<file path="config.mk">
export PLATFORM = sky130hd
export DESIGN_NAME = uart_rx_controller
export DESIGN_NICKNAME = d
export VERILOG_FILES = /design/src/rtl/uart_rx_controller.sv
export SDC_FILE = /design/constraint.sdc
export NUM_CORES = 1
export LEC_CHECK = 0
export ABC_AREA = 1
export CORE_ASPECT_RATIO = 1.75
export CORE_MARGIN = 1.5
export CORE_UTILIZATION = 45
export DETAILED_ROUTE_END_ITERATION = 16
export PLACE_DENSITY = 0.63
export REMOVE_ABC_BUFFERS = 1
export SETUP_SLACK_MARGIN = 0.2
export SLEW_MARGIN = 0
export SYNTH_ARGS = -nofsm -noshare
export SYNTH_HDL_FRONTEND = slang
export SYNTH_SLANG_ARGS = --single-unit
</file>
<file path="constraint.sdc">
create_clock -name clk -period 4.3 [get_ports clk]
set_input_delay 0.43 -clock clk [delete_from_list [all_inputs] [get_ports clk]]
set_output_delay 0.43 -clock clk [all_outputs]
set_load 0.02 [all_outputs]
</file>
<file path="src/rtl/uart_rx_controller.sv">
// UART receiver sequencer: owns Rx_EN/baud_select, buffers bytes in a FWFT FIFO, tracks line errors.
// Latency: byte enters FIFO 2 clk after Rx_VALID rises; control outputs registered (1 clk).
// Backpressure: none toward receiver; byte dropped and overflow set when FIFO full without pop. Optional: UART_RX_ERR_COUNT_EN.

module sync_fifo #(
    parameter int WIDTH = 8,
    parameter int DEPTH = 16
) (
    input  logic                     clk,
    input  logic                     reset,
    input  logic                     push,
    input  logic [WIDTH-1:0]         push_dat,
    input  logic                     pop,
    output logic [WIDTH-1:0]         pop_dat,
    output logic                     empty,
    output logic                     full,
    output logic [$clog2(DEPTH):0]   count
);
    localparam int AW = $clog2(DEPTH);

    logic [WIDTH-1:0] mem [DEPTH];
    logic [AW-1:0]    wr_ptr;
    logic [AW-1:0]    rd_ptr;
    logic             do_push;
    logic             do_pop;

    assign empty   = (count == '0);
    assign full    = (count == (AW+1)'(DEPTH));
    assign do_pop  = pop && !empty;
    // A pop in the same cycle frees the slot, so a full FIFO still accepts.
    assign do_push = push && (!full || do_pop);
    assign pop_dat = mem[rd_ptr];

    always_ff @(posedge clk) begin
        if (do_push) begin
            mem[wr_ptr] <= push_dat;
        end
    end

    always_ff @(posedge clk) begin
        if (reset) begin
            wr_ptr <= '0;
            rd_ptr <= '0;
            count  <= '0;
        end else begin
            if (do_push) begin
                wr_ptr <= wr_ptr + AW'(1);
            end
            if (do_pop) begin
                rd_ptr <= rd_ptr + AW'(1);
            end
            if (do_push && !do_pop) begin
                count <= count + (AW+1)'(1);
            end else if (do_pop && !do_push) begin
                count <= count - (AW+1)'(1);
            end
        end
    end
endmodule

module uart_rx_controller #(
    parameter int FIFO_DEPTH   = 16,
    parameter int QUIET_CYCLES = 160
) (
    input  logic                          clk,
    input  logic                          reset,
    input  logic                          cfg_enable,
    input  logic [2:0]                    cfg_baud,
    input  logic                          RxD,
    output logic [2:0]                    baud_select,
    output logic                          Rx_EN,
    input  logic [7:0]                    Rx_DATA,
    input  logic                          Rx_VALID,
    input  logic                          Rx_FERROR,
    input  logic                          Rx_PERROR,
    input  logic                          rd_en,
    output logic [7:0]                    rd_data,
    output logic                          rd_empty,
    output logic [$clog2(FIFO_DEPTH):0]   fifo_count,
    output logic                          overflow,
    output logic                          ferr_flag,
    output logic                          perr_flag,
    input  logic                          status_clr,
    output logic [7:0]                    ferr_count,
    output logic [7:0]                    perr_count
);
    localparam int QW = $clog2(QUIET_CYCLES + 1);
    localparam logic [QW-1:0] QLAST = QW'(QUIET_CYCLES - 1);
    localparam logic [QW-1:0] QONE  = QW'(1);

    typedef enum logic [1:0] {
        ST_OFF    = 2'd0,
        ST_QUIET  = 2'd1,
        ST_RUN    = 2'd2,
        ST_RECONF = 2'd3
    } state_t;

    state_t        state_q, state_d;
    logic [QW-1:0] qcnt_q, qcnt_d;
    logic [2:0]    baud_q, baud_d;
    logic          rx_en_q, rx_en_d;

    always_ff @(posedge clk) begin
        if (reset) begin
            state_q <= ST_OFF;
            qcnt_q  <= '0;
            baud_q  <= 3'd0;
            rx_en_q <= 1'b0;
        end else begin
            state_q <= state_d;
            qcnt_q  <= qcnt_d;
            baud_q  <= baud_d;
            rx_en_q <= rx_en_d;
        end
    end

    // QUIET and RECONF share the idle-line window; only RECONF reloads the baud on exit.
    always_comb begin
        state_d = state_q;
        qcnt_d  = qcnt_q;
        baud_d  = baud_q;
        case (state_q)
            ST_OFF: begin
                qcnt_d = '0;
                if (cfg_enable) begin
                    baud_d  = cfg_baud;
                    state_d = ST_QUIET;
                end
            end
            ST_QUIET, ST_RECONF: begin
                if (!cfg_enable) begin
                    state_d = ST_OFF;
                    qcnt_d  = '0;
                end else if (!RxD) begin
                    qcnt_d = '0;
                end else if (qcnt_q == QLAST) begin
                    qcnt_d = '0;
                    if (state_q == ST_RECONF) begin
                        baud_d  = cfg_baud;
                        state_d = ST_QUIET;
                    end else begin
                        state_d = ST_RUN;
                    end
                end else begin
                    qcnt_d = qcnt_q + QONE;
                end
            end
            ST_RUN: begin
                qcnt_d = '0;
                if (!cfg_enable) begin
                    state_d = ST_OFF;
                end else if (cfg_baud != baud_q) begin
                    state_d = ST_RECONF;
                end
            end
            default: begin
                state_d = ST_OFF;
                qcnt_d  = '0;
            end
        endcase
        rx_en_d = (state_d == ST_RUN);
    end

    assign baud_select = baud_q;
    assign Rx_EN       = rx_en_q;

    logic       vld_q;
    logic       push_vld;
    logic [7:0] push_dat;
    logic       fifo_full;
    logic       drop;

    always_ff @(posedge clk) begin
        if (reset) begin
            vld_q    <= 1'b0;
            push_vld <= 1'b0;
            push_dat <= 8'h00;
        end else begin
            vld_q    <= Rx_VALID;
            push_vld <= Rx_VALID && !vld_q;
            push_dat <= Rx_DATA;
        end
    end

    sync_fifo #(
        .WIDTH (8),
        .DEPTH (FIFO_DEPTH)
    ) u_fifo (
        .clk      (clk),
        .reset    (reset),
        .push     (push_vld),
        .push_dat (push_dat),
        .pop      (rd_en),
        .pop_dat  (rd_data),
        .empty    (rd_empty),
        .full     (fifo_full),
        .count    (fifo_count)
    );

    assign drop = push_vld && fifo_full && !rd_en;

    logic ferr_q, perr_q;
    logic ferr_edge, perr_edge;

    assign ferr_edge = Rx_FERROR && !ferr_q;
    assign perr_edge = Rx_PERROR && !perr_q;

    // A same-cycle set beats status_clr so no event is lost.
    always_ff @(posedge clk) begin
        if (reset) begin
            ferr_q    <= 1'b0;
            perr_q    <= 1'b0;
            overflow  <= 1'b0;
            ferr_flag <= 1'b0;
            perr_flag <= 1'b0;
        end else begin
            ferr_q    <= Rx_FERROR;
            perr_q    <= Rx_PERROR;
            overflow  <= drop      || (overflow  && !status_clr);
            ferr_flag <= ferr_edge || (ferr_flag && !status_clr);
            perr_flag <= perr_edge || (perr_flag && !status_clr);
        end
    end

`ifdef UART_RX_ERR_COUNT_EN
    logic [7:0] ferr_cnt_q, perr_cnt_q;

    always_ff @(posedge clk) begin
        if (reset) begin
            ferr_cnt_q <= 8'h00;
            perr_cnt_q <= 8'h00;
        end else begin
            if (ferr_edge) begin
                if (ferr_cnt_q != 8'hFF) begin
                    ferr_cnt_q <= ferr_cnt_q + 8'h01;
                end
            end else if (status_clr) begin
                ferr_cnt_q <= 8'h00;
            end
            if (perr_edge) begin
                if (perr_cnt_q != 8'hFF) begin
                    perr_cnt_q <= perr_cnt_q + 8'h01;
                end
            end else if (status_clr) begin
                perr_cnt_q <= 8'h00;
            end
        end
    end

    assign ferr_count = ferr_cnt_q;
    assign perr_count = perr_cnt_q;
`else
    assign ferr_count = 8'h00;
    assign perr_count = 8'h00;
`endif
endmodule

</file>
Yosys cells after proc, flatten, opt, wreduce, memory -nomap -nowiden
Memories as Yosys holds them, arrays and structs flattened. A register that Yosys moved wholly into a read port is not among the register bits.
Index checks and enable logic that the tools add are counted.
Word-level totals
  bits in registers: 42
  RAM bits: 128
  input bits: 20
  output and inout port bits: 37
  logic and storage cells: 89
  memories: 1
Cells by class
  add/sub/neg operators: 5
  eq/ne operators: 12
  muxes and demuxes: 24
  reduce and logical (&&, ||, !) cells: 32
Memory list
  u_fifo.mem: depth 16, bits a word 8, read ports 1, clocked after Yosys merged registers in 1, wr ports 1, line 21  | logic [WIDTH-1:0] mem [DEPTH];
Operator list (number)
  two-way mux 8 bit: 3
  one-hot mux 8 bit (2 select lines): 1
  two-way mux 3 bit: 5
  two-way mux 2 bit: 7
  logical AND 1 bit: 12
  two-way mux 5 bit: 2
  inequality test 2 bit, second input constant: 5
  logical NOT 1 bit: 9
  adder 4 x 1 -> 4 bit, second input constant: 2
  adder 8 x 1 -> 8 bit, second input constant: 1
  equality test 8 bit, second input constant: 1
  two-way mux 4 bit: 2
  equality test 2 bit, second input constant: 3
  one-hot mux 2 bit (3 select lines): 1
  one-hot mux 3 bit (2 select lines): 1
  AND reduction 6 bit: 1
  adder 5 x 1 -> 5 bit, second input constant: 1
  equality test 5 bit, second input constant: 1
  logical NOT 5 bit: 1
  subtractor 5 x 1 -> 5 bit, second input constant: 1
  logical OR 1 bit: 4
  nonzero test 2 bit: 2
  OR reduction 2 bit: 2
  inequality test 3 bit: 1
  3 further kinds: 4

Longest topological paths before layout
Gate-level depths: netlist (run 1).
  depth after elaboration: 9
  mapped depth: 17
  depth with buffers taken out: 17

Cells and area by module
From an unflattened synthesis (run 1), not the netlist that was laid out.
Second synthesis, totals
  cells, all modules: 759
  area, all modules: 7688.6 um2
Modules (own cells, without submodules)
  sync_fifo: instances 1, cells each 589, area an instance 6294.8 um2, seq. area each 4184.0 um2
  uart_rx_controller: instances 1, cells each 170, area an instance 1393.8 um2, seq. area each 580.6 um2

Worst setup path after synthesis (run 1)
Ideal clock, no wire load.
  path type: reg-to-reg
  start point: reg u_fifo.count[1]
  end point: reg u_fifo.count[4]
  setup time: 113 ps
  arrival time: 2303 ps
  path slack: 1884 ps
  cell stages (with the launch flop): 16
  buffers on the path: 0
  cell sequence: dfxtp_1 -> nor2_1 -> nand3_1 -> nor2_2 -> inv_1 -> nand2_1 -> ha_1 -> inv_1 -> fa_1 -> a21o_1 -> a21oi_1 -> nor2_1 -> nor2_1 -> nand2_1 -> nor2_1 -> nor2_1
Between the ends
  cells in the longest elaborated chain, start to end: 8
  elaborated cells between the ends (all ways): 16
  those cells by class: add/sub: 2; eq/ne: 1; mux: 2; reduce/logical: 11
Ends and longest elaborated chain
  from (decl): line 17  | output logic [$clog2(DEPTH):0] count
  from (signal assigned): line 53  | count <= count + (AW+1)'(1);
  from (signal assigned): line 55  | count <= count - (AW+1)'(1);
  logical NOT 5 bit *: line 27  | assign empty = (count == '0);
  net rd_empty: line 78  | output logic rd_empty,
  logical NOT 1 bit *: line 29  | assign do_pop = pop && !empty;
  logical AND 1 bit *: line 29
  logical OR 1 bit: line 31  | assign do_push = push && (!full || do_pop);
  logical AND 1 bit: line 31
  logical NOT 1 bit: line 54  | end else if (do_pop && !do_push) begin
  logical AND 1 bit: line 54
  nonzero test 2 bit (no line)
Mark *: on every way through the listed nets, which the timed path passes. The rest lies on a longest branch. The select of a mux whose other input is x is not followed.
A chain may end at the register's enable or synchronous reset.

==> results.sh, run 1 <==
export IMPL_status="finished, final reports clean"
export IMPL_dp_hpwl_mm=10.5
export IMPL_worstRegToRegCells=17
export IMPL_grt_overflow_total=0
export IMPL_fmax_ghz=0.302
export IMPL_synth_seq_cells=174
export IMPL_hold_violations=0
export IMPL_slew_headroom_pct=19.3
export IMPL_viasPerCell=5.29
export IMPL_yosysWarnings=0
export IMPL_leakage_uw=0.00312
export IMPL_crit_type="flip-flop to primary output"
export IMPL_track_usage_pct=18.1
export IMPL_combPwrFrac_pct=22.4
export IMPL_met1_usage_pct=19.9
export IMPL_power_density_nw_per_um2=528
export IMPL_cts_root_buf="clkbuf_16"
export IMPL_cts_tree="done"
export IMPL_path_buf_inv=3
export IMPL_n_fill_cell=1422
export IMPL_ir_drop_mv=0.415
export IMPL_initialDrtViolationCount=282
export IMPL_multi_input_area_um2=2110
export IMPL_reg2reg_slack_ps=1700
export IMPL_first_pass_iters=5
export IMPL_grt_pass1_wl_mm=23.7
export IMPL_cap_violations=0
export IMPL_dieArea_um2=17300
export IMPL_hold_path_class="flip-flop to flip-flop"
export IMPL_wire_per_inst_um=17.1
export IMPL_ant_nets=0
export IMPL_worstMarginPinSlew_ps=1210
export IMPL_cts_buffer_depth=2
export IMPL_rsz0062_at_grt="no"
export IMPL_power_frac_seq_pct=44.4
export IMPL_core_um2=16300
export IMPL_required_ps=3870
export IMPL_cts_hold_buf=0
export IMPL_path_cells="buf_4 > inv_1 > o21ai_0 > o211ai_1 > nand2_1 > clkdlybuf4s50_1"
export IMPL_pre_cts_ws_ps=1450
export IMPL_start_kind="flip-flop"
export IMPL_grtUsageMet3_pct=3.11
export IMPL_synthCells=634
export IMPL_p_int_uw=3140
export IMPL_cts_sinks=174
export IMPL_drive_gt1_share_pct=8.48
export IMPL_port_buffers=40
export IMPL_drv_slew=0
export IMPL_cts_clk_slew_worst_paths_ps=60
export IMPL_ios=57
export IMPL_min_period_ps=3310
export IMPL_cts_resized=0
export IMPL_antenna_found_initial=0
export IMPL_seqCellArea_um2=4770
export IMPL_grt_pass1_vias=4621
export IMPL_area_growth_pct=13.7
export IMPL_drc=0
export IMPL_p_sw_uw=1310
export IMPL_grt_max_degree=59
export IMPL_fp_row_count=62
export IMPL_gp_congestion=0.862
export IMPL_ys_flop_type="edfxtp_1"
export IMPL_synth_cell_type_count=40
export IMPL_postCtsSetupBuffers=0
export IMPL_nNetsFinal=706
export IMPL_setup_tns_ps=0
export IMPL_cts_made_buffers=17
export IMPL_met2_usage_pct=32.9
export IMPL_htree_levels=4
export IMPL_routed_wl_mm=15.0
export IMPL_chipWidth_um=100
export IMPL_start_util_pct=45.6
export IMPL_async_flop_share_pct=0
export IMPL_crit_fanout=33
export IMPL_synth_edff_count=128
export IMPL_vias=4632
export IMPL_cp_top_family="buffers and inverters"
export IMPL_setup_ws_ps=987
export IMPL_antenna_cells=0
export IMPL_yosys_area_top_type_share_pct=51.8
export IMPL_setup_worst_path_end_class="primary output"
export IMPL_worstSetupPathDepth=6
export IMPL_yosys_area_top_type="edfxtp_1"
export IMPL_insertion_delay_ps=420
export IMPL_seq_area_frac_synth_pct=64.2
export IMPL_worst_path_max_delay_cell="inv_1"
export IMPL_setup_viol=0
export IMPL_critPathArrivalTime_ps=2880
export IMPL_holdPathStages=1
export IMPL_die_y_um=173
export IMPL_fin_crit_sh_pct=77.1
export IMPL_gr_max_usage_layer="met2"
export IMPL_p_sw_share_pct=29.5
export IMPL_p_total_uw=4460
export IMPL_synthTopCellsByArea="edfxtp_1, dfxtp_1, mux2i_1"
export IMPL_syn_area_per_cell_um2=11.7
export IMPL_syn_area_um2=7420
export IMPL_clkPwrFrac_pct=33.1
export IMPL_finalClockSkew_ps=14.2
export IMPL_crit_path_max_incr_delay_ps=790
## cell usage after synthesis, types with 2 or more instances
library cell / number
buf_6: 3
o211ai_2: 3
buf_4: 18
ha_1: 14
inv_1: 79
clkbuf_1: 7
buf_2: 9
nand3_1: 21
inv_2: 3
nor2_1: 49
o21ai_1: 5
nor2_2: 4
xnor2_1: 3
mux2i_1: 32
nor3b_2: 5
a21oi_1: 51
o31ai_1: 2
dfxtp_1: 46
nor3_1: 2
nand4_1: 4
nand2_1: 53
o211ai_1: 29
nand2_2: 4
edfxtp_1: 128
buf_12: 2
o21ai_0: 43
xor2_1: 2
## metrics by stage
stage	hold WS (ps)	std cells	cell area [um2]	util, %
floorplan	373	608	7180	-
global placement	377	844	7870	48.3
detailed placement	390	844	7870	48.3
CTS	399	876	8440	51.8
global route	419	876	8440	51.8
finish	395	876	8440	51.8
## cell type report
class / count / area share (%)
Clock inverter: 14 / 1.72
Inverter: 82 / 3.65
Clock buffer: 18 / 5.08
Tap cell: 192 / 2.85
Multi-Input combinational cell: 352 / 25.0
Timing Repair Buffer: 44 / 5.25
Sequential cell: 174 / 56.5
## worst paths after layout
kind | start | end
hold / removal | vld_q | push_vld
setup reg to reg | u_fifo.count[1] | u_fifo.count[4]
hold reg to reg | vld_q | push_vld
setup / recovery | flip-flop | rd_data[5]
## kinds of logic (layout without fill, tap and decap cells)
family                   count (synthesis)  in the layout  synth area share [%]
buffers and inverters                  123            158                  8.19
AO/OA/AOI/OAI                          138            138                  10.9
flip-flops                             174            174                  64.2
other                                    1             16                0.0505
adder cells (fa/ha/maj)                 15             15                  2.63
multiplexers                            32             32                  4.31
XOR/XNOR                                 5              5                 0.590
AND/OR/NAND/NOR                        146            146                  9.10
## placed cells by master (no fill, tap or decap), drive strengths merged
master | synthesis | layout
a211oi | 1 | 1
a21o | 1 | 1
a21oi | 53 | 53
a31oi | 1 | 1
buf | 33 | 4
bufinv | 0 | 2
clkbuf | 8 | 18
clkdlybuf4s50 | 0 | 40
clkinv | 0 | 9
clkinvlp | 0 | 2
conb | 1 | 16
dfxtp | 46 | 46
edfxtp | 128 | 128
fa | 1 | 1
ha | 14 | 14
inv | 82 | 83
mux2i | 32 | 32
nand2 | 57 | 57
nand3 | 22 | 22
nand4 | 5 | 5
nor2 | 54 | 54
nor3 | 2 | 2
nor3b | 5 | 5
nor4 | 1 | 1
o211ai | 32 | 32
o21ai | 48 | 48
o31ai | 2 | 2
xnor2 | 3 | 3
xor2 | 2 | 2
## registers in the layout (all words and copies together) (netlist names), named ones only
register       count
perr_q             1
u_fifo.count       5
ferr_flag          1
push_dat           8
qcnt_q             8
push_vld           1
vld_q              1
state_q            2
baud_select        3
u_fifo.rd_ptr      4
Rx_EN              1
u_fifo.wr_ptr      4
u_fifo.mem       128
overflow           1
ferr_q             1
perr_flag          1
## worst register-to-register path: cells and delay by family, from the launching register on
kind,cells,cell delay [ps]
adder cells (fa/ha/maj),2,630
flip-flops,1,450
AND/OR/NAND/NOR,10,780
buffers and inverters,3,320
AO/OA/AOI/OAI,2,370
## per-layer routing
layer  vias to the layer above  wire, um
met5                         -         0
met4                         0       525
met3                        31       485
met2                       117      8450
met1                      2237      5500
li1                       2247         -
## power by group through the flow
| stage | logic, uW | clock network, uW | registers [uW] |
|---|---|---|---|
| after floorplan | 599 | 0 | 2060 |
| after global placement | 991 | 0 | 2010 |
| after detailed placement | 1000 | 0 | 2020 |
| after CTS | 1010 | 1500 | 1980 |
| after global routing | 1100 | 1570 | 2000 |
| final | 1000 | 1480 | 1980 |
Power figures use the tool's default switching activity.
==> inputs of run 2 (changes only) <==
==> constraint.sdc (replaced) <==
create_clock -name clk -period 3.25 [get_ports clk]
set_input_delay 0.325 -clock clk [delete_from_list [all_inputs] [get_ports clk]]
set_output_delay 0.325 -clock clk [all_outputs]
set_load 0.02 [all_outputs]
==> run 2 against run 1 <==
Sequential power rose by 32%. First-iteration DRC count fell by 24%. Utilization rose by 1.0 points. Sequential share of layout area fell by 1.1 points. Clock skew fell by 4.4 ps. Total power rose by 35%. Via count fell by 0.45%. Register-to-register slack got worse by 990 ps.
==> results.sh, run 2 (synthesis gave the netlist of run 1 again) <==
export IMPL_fin_crit_sh_pct=88.3
export IMPL_setup_worst_path_end_class="primary output"
export IMPL_status="finished, final reports clean"
export IMPL_viasPerCell=5.18
export IMPL_start_util_pct=45.6
export IMPL_start_kind="flip-flop"
export IMPL_cts_sinks=174
export IMPL_dp_hpwl_mm=10.5
export IMPL_fp_row_count=62
export IMPL_leakage_uw=0.00323
export IMPL_crit_fanout=47
export IMPL_layout_commonest_cell="edfxtp_1"
export IMPL_cts_buffer_depth=2
export IMPL_hold_violations=0
export IMPL_fmax_ghz=0.348
export IMPL_cts_made_buffers=17
export IMPL_grtUsageMet3_pct=2.91
export IMPL_grt_overflow_total=0
export IMPL_setup_viol=0
export IMPL_holdPathStages=1
export IMPL_final_cell_mix="edfxtp_1, inv_1, nand2_1, a21oi_1, nor2_1"
export IMPL_ant_nets=0
export IMPL_slew_headroom_pct=46.1
export IMPL_critPathArrivalTime_ps=2540
export IMPL_antenna_found_initial=0
export IMPL_grt_pass1_wl_mm=24.3
export IMPL_path_cells="buf_12 > mux2i_1 > o211ai_1 > o211ai_1 > nand2_1 > clkdlybuf4s50_1"
export IMPL_hold_path_class="flip-flop to flip-flop"
export IMPL_post_route_util_pct=52.8
export IMPL_postCtsSetupBuffers=0
export IMPL_drv_slew=0
export IMPL_wire_per_inst_um=16.7
export IMPL_worstRegToRegCells=17
export IMPL_routed_wl_mm=14.9
export IMPL_rsz0062_at_grt="no"
export IMPL_vias=4611
export IMPL_track_usage_pct=18.4
export IMPL_largest_reg_flops=128
export IMPL_insertion_delay_ps=420
export IMPL_htree_levels=4
export IMPL_largest_register="u_fifo.mem"
export IMPL_initialDrtViolationCount=214
export IMPL_drc=0
export IMPL_cts_hold_buf=0
export IMPL_nNetsFinal=721
export IMPL_dieArea_um2=17300
export IMPL_chipWidth_um=100
export IMPL_crit_type="flip-flop to primary output"
export IMPL_port_buffers=40
export IMPL_ios=57
export IMPL_die_y_um=173
export IMPL_cts_resized=0
export IMPL_crit_path_max_incr_delay_ps=650
export IMPL_first_pass_iters=4
export IMPL_hold_slack_ps=394
export IMPL_gr_max_usage_layer="met2"
export IMPL_placed_area_um2=7990
export IMPL_cts_clk_slew_worst_paths_ps=70
export IMPL_cts_tree="done"
export IMPL_cp_common_cell="o211ai_1"
export IMPL_min_period_ps=2870
export IMPL_required_ps=2920
export IMPL_finish_instance_area_um2=8600
export IMPL_layout_cells_non_filler=891
export IMPL_gp_congestion=0.814
export IMPL_placed_cells=859
export IMPL_met1_usage_pct=19.2
export IMPL_antenna_cells=0
export IMPL_area_growth_pct=15.9
export IMPL_finalClockSkew_ps=9.85
export IMPL_core_um2=16300
export IMPL_power_density_nw_per_um2=702
export IMPL_reg_top3="u_fifo.mem x128, push_dat x8, qcnt_q x8"
export IMPL_worst_path_max_delay_cell="dfxtp_4"
export IMPL_ir_drop_mv=0.385
export IMPL_cts_root_buf="clkbuf_16"
export IMPL_grt_pass1_vias=4781
export IMPL_met2_usage_pct=34.8
export IMPL_cap_violations=0
export IMPL_worstMarginPinSlew_ps=806
export IMPL_grt_max_degree=48
export IMPL_drive_gt1_share_pct=10.7
run 2: cell count changes in the layout (fill, tap and decap cells not counted), sizes merged:
cell      previous run  this run
clkinvlp             2         0
inv                 83        87
buf                  4        19
clkinv               9         5
clkbuf              18        19
bufinv               2         3
run 2: critical path: cells and delay by family (launching register included):
family / cells / cell delay (ps)
simple gates: 1 / 90
buf+inv: 2 / 900
compound gates: 2 / 340
mux: 1 / 110
flops: 1 / 650
run 2: metrics by stage:
step / setup TNS, ps / power, uW / setup WS (ps)
final: 0 / 6040 / 380
after global routing: 0 / 6340 / 234
after CTS: 0 / 6100 / 304
after detailed placement: 0 / 4020 / 542
after global placement: 0 / 3990 / 608
after floorplan: -115 / 3520 / -41.5
run 2: path summary, 6_finish.rpt:
kind / start / to / slack (ps)
setup reg to reg: u_fifo.count[0] / u_fifo.count[4] / 710
hold reg to reg: vld_q / push_vld / 390
setup / recovery: flip-flop / rd_data[7] / 380
hold / removal: vld_q / push_vld / 390
run 2: where the power goes:
part | switching, uW | internal, uW
Clock | 843 | 1230
Combinational | 758 | 593
Sequential | 157 | 2460
Total | 1760 | 4280
run 2: cell type report:
type / count / area, um2
clock buffers: 19 / 433
repair buffers: 59 / 568
flip-flops and latches: 174 / 4770
fillers: 1436 / 7690
clock inverters: 13 / 179
inverters: 82 / 308
well taps: 192 / 240
multi-input cells: 352 / 2110
run 2: metal layers:
metal	routed length (um)	share of wire (%)
met1	5500	37
met2	8590	58
met3	375	2.5
met4	461	3.1
met5	0	0
